--- src/rtl/fetch_stage.sv ---
// -----------------------------------------------------------------------------
// fetch_stage
//   Instruction fetch stage plus the IF/ID buffer feeding the decode stage.
//   Generates sequential word-aligned PCs and issues them to instruction memory
//   over a req/gnt handshake. In-order responses (rvalid/rdata) fill a
//   DEPTH-entry buffer. The head entry is presented to decode as
//   {pc_o, inst_o, valid_o}. Decode can stall. The branch/jump logic can
//   redirect fetch, which flushes the buffer and drops responses still in
//   flight.
//
// Optional feature macro: FETCH_PERF_EN
//   Defined   : adds perf_fetch_o (dequeue count) and perf_flush_o (redirect
//               cycle count). Both are 32-bit wrapping counters cleared by reset.
//   Undefined : those ports and counters do not exist.
//
// Parameters
//   ADDR_LEN  PC / memory address width
//   INST_LEN  instruction width
//   RESET_PC  first fetch address after reset
//   DEPTH     buffer entries and maximum in-flight requests (power of 2, >= 2)
//
// Ports
//   clk            rising-edge clock
//   reset          asynchronous active-low reset
//   stall_i        decode cannot accept the presented instruction
//   redirect_i     flush and restart fetch at redirect_pc_i
//   redirect_pc_i  redirect target (low two bits forced to zero)
//   imem_req_o     request valid
//   imem_addr_o    request address (word aligned)
//   imem_gnt_i     request accepted (req & gnt = issue)
//   imem_rvalid_i  response valid (in order, at least one cycle after issue)
//   imem_rdata_i   response instruction
//   pc_o           PC of the presented instruction (holds while !valid_o)
//   inst_o         presented instruction (NOP while !valid_o)
//   valid_o        pc_o/inst_o valid
//   perf_fetch_o   (FETCH_PERF_EN) dequeued instruction count
//   perf_flush_o   (FETCH_PERF_EN) redirect cycle count
// -----------------------------------------------------------------------------
module fetch_stage #(
  parameter int                  ADDR_LEN = 32,
  parameter int                  INST_LEN = 32,
  parameter logic [ADDR_LEN-1:0] RESET_PC = '0,
  parameter int                  DEPTH    = 2
) (
  input  logic                clk,
  input  logic                reset,
  input  logic                stall_i,
  input  logic                redirect_i,
  input  logic [ADDR_LEN-1:0] redirect_pc_i,
  output logic                imem_req_o,
  output logic [ADDR_LEN-1:0] imem_addr_o,
  input  logic                imem_gnt_i,
  input  logic                imem_rvalid_i,
  input  logic [INST_LEN-1:0] imem_rdata_i,
  output logic [ADDR_LEN-1:0] pc_o,
  output logic [INST_LEN-1:0] inst_o,
`ifdef FETCH_PERF_EN
  output logic [31:0]         perf_fetch_o,
  output logic [31:0]         perf_flush_o,
`endif
  output logic                valid_o
);

  localparam int PTR_W = (DEPTH > 1) ? $clog2(DEPTH) : 1;
  // One extra bit so the occupancy counters can hold the value DEPTH itself
  localparam int CNT_W = PTR_W + 1;

  localparam logic [CNT_W-1:0]    DEPTH_C = CNT_W'(DEPTH);
  localparam logic [CNT_W-1:0]    CNT_ZERO = '0;
  localparam logic [PTR_W-1:0]    PTR_ONE  = PTR_W'(1);
  localparam logic [INST_LEN-1:0] NOP_INST = INST_LEN'(32'h0000_0013);
  localparam logic [ADDR_LEN-1:0] PC_STEP  = ADDR_LEN'(32'd4);
  localparam logic [ADDR_LEN-1:0] ALIGN_M  = ~(ADDR_LEN'(32'd3));

  // Fetch address and buffer bookkeeping
  logic [ADDR_LEN-1:0] r_fetch_pc;
  logic [PTR_W-1:0]    r_alloc_ptr;
  logic [PTR_W-1:0]    r_fill_ptr;
  logic [PTR_W-1:0]    r_head_ptr;
  logic [CNT_W-1:0]    r_count;        // allocated entries
  logic [CNT_W-1:0]    r_outstanding;  // issued requests not yet answered
  logic [CNT_W-1:0]    r_drop;         // responses still to discard after a redirect
  logic [ADDR_LEN-1:0] r_pc_hold;      // last presented PC, shown while !valid_o

  // Buffer storage
  logic [ADDR_LEN-1:0] r_entry_pc   [DEPTH];
  logic [INST_LEN-1:0] r_entry_inst [DEPTH];
  logic [DEPTH-1:0]    r_entry_filled;

  logic                w_can_issue;
  logic                w_req;
  logic                w_issue;
  logic                w_rsp;
  logic                w_rsp_keep;
  logic                w_valid;
  logic                w_deq;
  logic [ADDR_LEN-1:0] w_redirect_pc;
  logic [ADDR_LEN-1:0] w_pc_out;
  logic [INST_LEN-1:0] w_inst_out;
  logic [CNT_W-1:0]    w_count_nxt;
  logic [CNT_W-1:0]    w_outstanding_nxt;
  logic [CNT_W-1:0]    w_drop_nxt;

  // Request gating: the outstanding limit guards against overrunning the
  // buffer with responses that belong to flushed entries. Requests are masked
  // while reset is asserted.
  assign w_can_issue   = (r_count < DEPTH_C) && (r_outstanding < DEPTH_C);
  assign w_req         = reset && !redirect_i && w_can_issue;
  assign w_issue       = w_req && imem_gnt_i;

  // An rvalid with nothing outstanding is a protocol error and is ignored.
  assign w_rsp         = imem_rvalid_i && (r_outstanding != CNT_ZERO);
  // A response is written only if it is not being discarded. Data that
  // arrives in a redirect cycle belongs to a flushed entry.
  assign w_rsp_keep    = w_rsp && (r_drop == CNT_ZERO) && !redirect_i;

  assign w_valid       = r_entry_filled[r_head_ptr] && !redirect_i;
  assign w_deq         = w_valid && !stall_i;
  assign w_redirect_pc = redirect_pc_i & ALIGN_M;

  // Output mux: the data comes only from buffer registers, so there is no path from imem_rdata_i
  always_comb begin
    w_pc_out   = r_pc_hold;
    w_inst_out = NOP_INST;
    if (w_valid) begin
      w_pc_out   = r_entry_pc[r_head_ptr];
      w_inst_out = r_entry_inst[r_head_ptr];
    end else begin
      w_pc_out   = r_pc_hold;
      w_inst_out = NOP_INST;
    end
  end

  // Next-state values for the occupancy and drop counters
  always_comb begin
    w_count_nxt       = r_count + CNT_W'(w_issue) - CNT_W'(w_deq);
    w_outstanding_nxt = r_outstanding + CNT_W'(w_issue) - CNT_W'(w_rsp);
    w_drop_nxt        = r_drop;
    if (redirect_i) begin
      // Everything still in flight after this cycle has to be thrown away
      w_count_nxt       = CNT_ZERO;
      w_outstanding_nxt = r_outstanding - CNT_W'(w_rsp);
      w_drop_nxt        = r_outstanding - CNT_W'(w_rsp);
    end else if (w_rsp && (r_drop != CNT_ZERO)) begin
      w_drop_nxt        = r_drop - CNT_W'(1'b1);
    end else begin
      w_drop_nxt        = r_drop;
    end
  end

  // Fetch PC, pointers and counters
  always_ff @(posedge clk or negedge reset) begin
    if (!reset) begin
      r_fetch_pc    <= RESET_PC;
      r_alloc_ptr   <= '0;
      r_fill_ptr    <= '0;
      r_head_ptr    <= '0;
      r_count       <= '0;
      r_outstanding <= '0;
      r_drop        <= '0;
    end else begin
      r_count       <= w_count_nxt;
      r_outstanding <= w_outstanding_nxt;
      r_drop        <= w_drop_nxt;
      if (redirect_i) begin
        r_fetch_pc  <= w_redirect_pc;
        r_alloc_ptr <= '0;
        r_fill_ptr  <= '0;
        r_head_ptr  <= '0;
      end else begin
        if (w_issue) begin
          r_fetch_pc  <= r_fetch_pc + PC_STEP;
          r_alloc_ptr <= r_alloc_ptr + PTR_ONE;
        end
        if (w_rsp_keep) begin
          r_fill_ptr <= r_fill_ptr + PTR_ONE;
        end
        if (w_deq) begin
          r_head_ptr <= r_head_ptr + PTR_ONE;
        end
      end
    end
  end

  // Buffer entries: allocate on issue, fill on response, free on dequeue.
  // Alloc and head can only coincide when the buffer is empty or full, so an
  // issue and a dequeue never target the same entry.
  always_ff @(posedge clk or negedge reset) begin
    if (!reset) begin
      r_entry_filled <= '0;
      for (int i = 0; i < DEPTH; i++) begin
        r_entry_pc[i]   <= '0;
        r_entry_inst[i] <= '0;
      end
    end else if (redirect_i) begin
      r_entry_filled <= '0;
    end else begin
      if (w_issue) begin
        r_entry_pc[r_alloc_ptr]     <= r_fetch_pc;
        r_entry_filled[r_alloc_ptr] <= 1'b0;
      end
      if (w_rsp_keep) begin
        r_entry_inst[r_fill_ptr]   <= imem_rdata_i;
        r_entry_filled[r_fill_ptr] <= 1'b1;
      end
      if (w_deq) begin
        r_entry_filled[r_head_ptr] <= 1'b0;
      end
    end
  end

  // Remember the presented PC so pc_o holds while nothing valid is shown
  always_ff @(posedge clk or negedge reset) begin
    if (!reset) begin
      r_pc_hold <= '0;
    end else begin
      r_pc_hold <= w_pc_out;
    end
  end

`ifdef FETCH_PERF_EN
  logic [31:0] r_perf_fetch;
  logic [31:0] r_perf_flush;

  // Wrapping counters for dequeued instructions and redirect cycles
  always_ff @(posedge clk or negedge reset) begin
    if (!reset) begin
      r_perf_fetch <= 32'd0;
      r_perf_flush <= 32'd0;
    end else begin
      if (w_deq) begin
        r_perf_fetch <= r_perf_fetch + 32'd1;
      end
      if (redirect_i) begin
        r_perf_flush <= r_perf_flush + 32'd1;
      end
    end
  end

  assign perf_fetch_o = r_perf_fetch;
  assign perf_flush_o = r_perf_flush;
`endif

  assign imem_req_o  = w_req;
  assign imem_addr_o = r_fetch_pc;
  assign valid_o     = w_valid;
  assign pc_o        = w_pc_out;
  assign inst_o      = w_inst_out;

endmodule

--- config.mk ---
export PLATFORM = sky130hd
export DESIGN_NAME = fetch_stage
export DESIGN_NICKNAME = d
export VERILOG_FILES = /design/src/rtl/fetch_stage.sv
export SDC_FILE = /design/constraint.sdc
export NUM_CORES = 1
export LEC_CHECK = 0
export CAP_MARGIN = 30
export CORE_UTILIZATION = 31
export CTS_CLUSTER_DIAMETER = 30
export CTS_CLUSTER_SIZE = 10
export DETAILED_ROUTE_END_ITERATION = 10
export HOLD_SLACK_MARGIN = 0.02
export PLACE_DENSITY = 0.54
export SLEW_MARGIN = 20
export SYNTH_ARGS = -nofsm -noshare
export SYNTH_HDL_FRONTEND = slang
export SYNTH_SLANG_ARGS = --single-unit
--- constraint.sdc ---
create_clock -name clk -period 2.4 [get_ports clk]
set_clock_uncertainty 0.15 [all_clocks]
set_input_delay 0.36 -clock clk [delete_from_list [all_inputs] [get_ports clk]]
set_output_delay 0.36 -clock clk [all_outputs]
set_load 0.01 [all_outputs]
==> run_results.csv <==
group,metric,value,unit
outcome,status,"finished with violations",
outcome,violations,"negative setup slack",
die,die_y,171,µm
yosys,post-synth-top-area-cell,"dfrtp_1",
clocking,cts_root_buffer,"clkbuf_16",
yosys,synth_cells,762,
worst_setup_path,ff2ff_path_depth,10,
cells_and_area,finalNonFillerCells,1380,
die,design.die.area,29300,µm²
drt,drtAntennaViolNets,0,
worst_setup_path,critPathKind,"register to primary output",
cells_and_area,drive_gt1_share,38.4,%
yosys,yosysSeqAreaShare,55.7,%
power,worst_ir_drop_vdd,0.000455,V
cells_and_area,nNetsFinal,1066,
worst_setup_path,arrival,1.90,ns
drt,via_per_inst,4.75,
drt,wl,24100,µm
drt,drt_pass1_iterations,4,
global_routing,grt.overflow.total,0,
worst_setup_path,crit_path_start,"r_head_ptr$_DFFE_PN0P_",
die,die_w,171,µm
die,core,27900,µm²
cells_and_area,areaGrowthSynthToFinish,42.2,%
yosys,yosysWarnings,0,
placed_design,dp_cells,1326,
worst_setup_path,rrSetupSlack,0.04,ns
sta,maxSlewViolCount,0,
clocking,clock-sinks,197,
clocking,cts_htree_levels,4,
drt,drc,0,
sta,tightest_slew,0.813,ns
cells_and_area,final_cell_mix,"196 x dfrtp_1, 114 x mux2_2, 95 x clkdlybuf4s50_1",
worst_setup_path,endpoint,"pc_o[27]",
worst_setup_path,end_kind,"primary output",
placed_design,portBuffers,163,
sta,fin_hold_ws,0.300,ns
global_routing,grt_pass1_vias,6650,
yosys,yosysUniqueCellTypes,49,
power,power_density,953,nW/µm²
drt,dr.first_iter.drc_count,264,
sta,setup_violations,1,
worst_setup_path,reg2reg_from,"r_count[1]$_DFF_PN0_",
yosys,yosysTopAreaCellShare,55.7,%
placed_design,hpwlAfterDp,15500,µm
sta,fin_crit_sh,100,%
clocking,cts_buffer_depth,2,
sta,worst_slack,-0.00505,ns
die,fp-row-count,61,
cells_and_area,seq_area,4930,µm²
clocking,cts_buffers,17,
sta,slew-limit-headroom,45.8,%
sta,fmaxAchievable,416,MHz
global_routing,grt_start_max_net_pins,148,
cells_and_area,diodes,0,
worst_setup_path,rr_endpoint,"r_outstanding[1]$_DFF_PN0_",
hold_path,hold_class,"input pin to register",
cells_and_area,layout_commonest_cell,"dfrtp_1",
sta,post-route-min-period,2.41,ns
drt,wl_per_cell,17.5,µm
yosys,synth_edf_count,0,
global_routing,grt_pass1_wl,37900,µm
clocking,clk_latency,0.43,ns
yosys,synth-seq-cells,197,
yosys,avgSynthCellArea,11.6,µm²
global_routing,grt_use_total,17.0,%
yosys,syn_area,8860,µm²
sta,rsz0062_at_grt,"true",
worst_setup_path,cp.required,1.89,ns
yosys,synthTopCellsByArea,"dfrtp_1 56%, mux2_2 14%, mux2i_1 7.6%",
yosys,synth-async-reset-ratio,100,%
clocking,clk_pin_slew,0.08,ns
die,ios,168,
cells_and_area,multi_input_area,4110,µm²
placed_design,place_congestion,0.766,
worst_setup_path,worstSetupStartpointType,"register",
drt,vias,6560,
power,leakage,0.00558,µW
cells_and_area,fillers,2670,
run,maxCapViolations,0,
yosys,synth_ff_type,"dfrtp_1",
global_routing,antenna_found_initial,0,
worst_setup_path,crit_fanout,15,
die,start_util,31.7,%
sta,finalHoldViolCount,0,
clocking,tritoncts,"yes",
-- how the worst min path moves through the flow --
stage / startpoint / to / cells after the start
after floorplan: reset / imem_addr_o[10]$_DFFE_PN0N_ / 0
after global placement: r_entry_pc[21]$_DFFE_PN0P_ / r_entry_pc[21]$_DFFE_PN0P_ / 2
after detailed placement: r_entry_pc[21]$_DFFE_PN0P_ / r_entry_pc[21]$_DFFE_PN0P_ / 2
after CTS: redirect_i / imem_addr_o[23]$_DFFE_PN0N_ / 4
after global routing: redirect_i / imem_addr_o[23]$_DFFE_PN0N_ / 4
final: redirect_i / imem_addr_o[23]$_DFFE_PN0N_ / 4
-- metrics by stage --
stage | area [µm²] | util (%) | setup WS (ns) | TNS, ns | power, µW
final | 12600 | 45.1 | -0.00505 | -0.00505 | 12000
after global routing | 12600 | 45.1 | -0.0606 | -0.741 | 12700
after CTS | 12400 | 44.2 | -0.119 | -2.22 | 11800
after detailed placement | 11400 | 41.0 | -0.0838 | -1.57 | 8520
after global placement | 11400 | 40.9 | -0.189 | -2.92 | 8440
after floorplan | 8860 | - | 0.0356 | 0 | 6980
-- synthesized netlist by cell type (7+ instances only) --
master / count
clkbuf_1: 33
nand3_1: 16
o21ai_0: 60
nor2_1: 54
nand2_1: 85
inv_1: 15
ha_1: 7
mux2i_1: 67
o311ai_0: 7
dfrtp_1: 197
a21oi_1: 8
o211ai_1: 9
buf_1: 7
mux2_2: 114
-- power by group --
part	total, µW	internal, µW	switching (µW)	leakage, µW
clock	3060	1690	1370	0.000302
sequential	5120	4490	626	0.00253
combinational	3810	2090	1720	0.00275
-- registers in the layout (all words and copies together) (netlist names) --
signal          count
r_entry_filled      2
r_fill_ptr          1
r_count             2
r_drop              2
imem_addr_o        30
r_outstanding       2
r_alloc_ptr         1
r_entry_inst       64
r_entry_pc         60
r_pc_hold          32
r_head_ptr          1
-- area by class of cell --
class	instances	share of cell area, %
Clock buffer	19	3.44
Clock inverter	13	1.50
Inverter	16	0.477
Multi-Input combinational cell	504	32.7
Sequential cell	197	39.2
Tap cell	378	3.76
Timing Repair Buffer	253	19.0
-- per-layer routing --
metal / up-vias / GRT usage (%) / wire (µm)
li1: 3176 / - / -
met1: 3284 / 23.2 / 11500
met2: 94 / 28.2 / 11900
met3: 6 / 2.85 / 603
met4: 0 / 3.61 / 140
met5: - / 0 / 0
-- repair_timing --
action / CTS / global route
endpoints found under the hold margin: 50 / 0
setup endpoints to repair: 66 / 69
gates resized for setup: 289 / 122
setup buffers: 9 / 9
hold buffers: 1 / 0
pin swaps: 7 / 21
gates cloned: 6 / 1
-- cell families after synthesis --
family          Yosys count  synth area share (%)
compound gates          110                  7.76
xor+xnor                  6                 0.593
fa+ha+maj                 7                 0.989
buf+inv                  62                  2.77
flops                   197                  55.7
mux                     181                  22.1
other cells               1                0.0423
simple gates            198                  10.1
-- worst max-delay path, cell delays in order (launching register included) --
cell      delay (ns)
dfrtp_4         0.51
nand2b_4        0.17
nand2_4         0.08
nand2_8         0.09
buf_12          0.16
buf_16          0.17
o21ai_2         0.14
buf_2           0.15
Power figures use the tool's default switching activity.
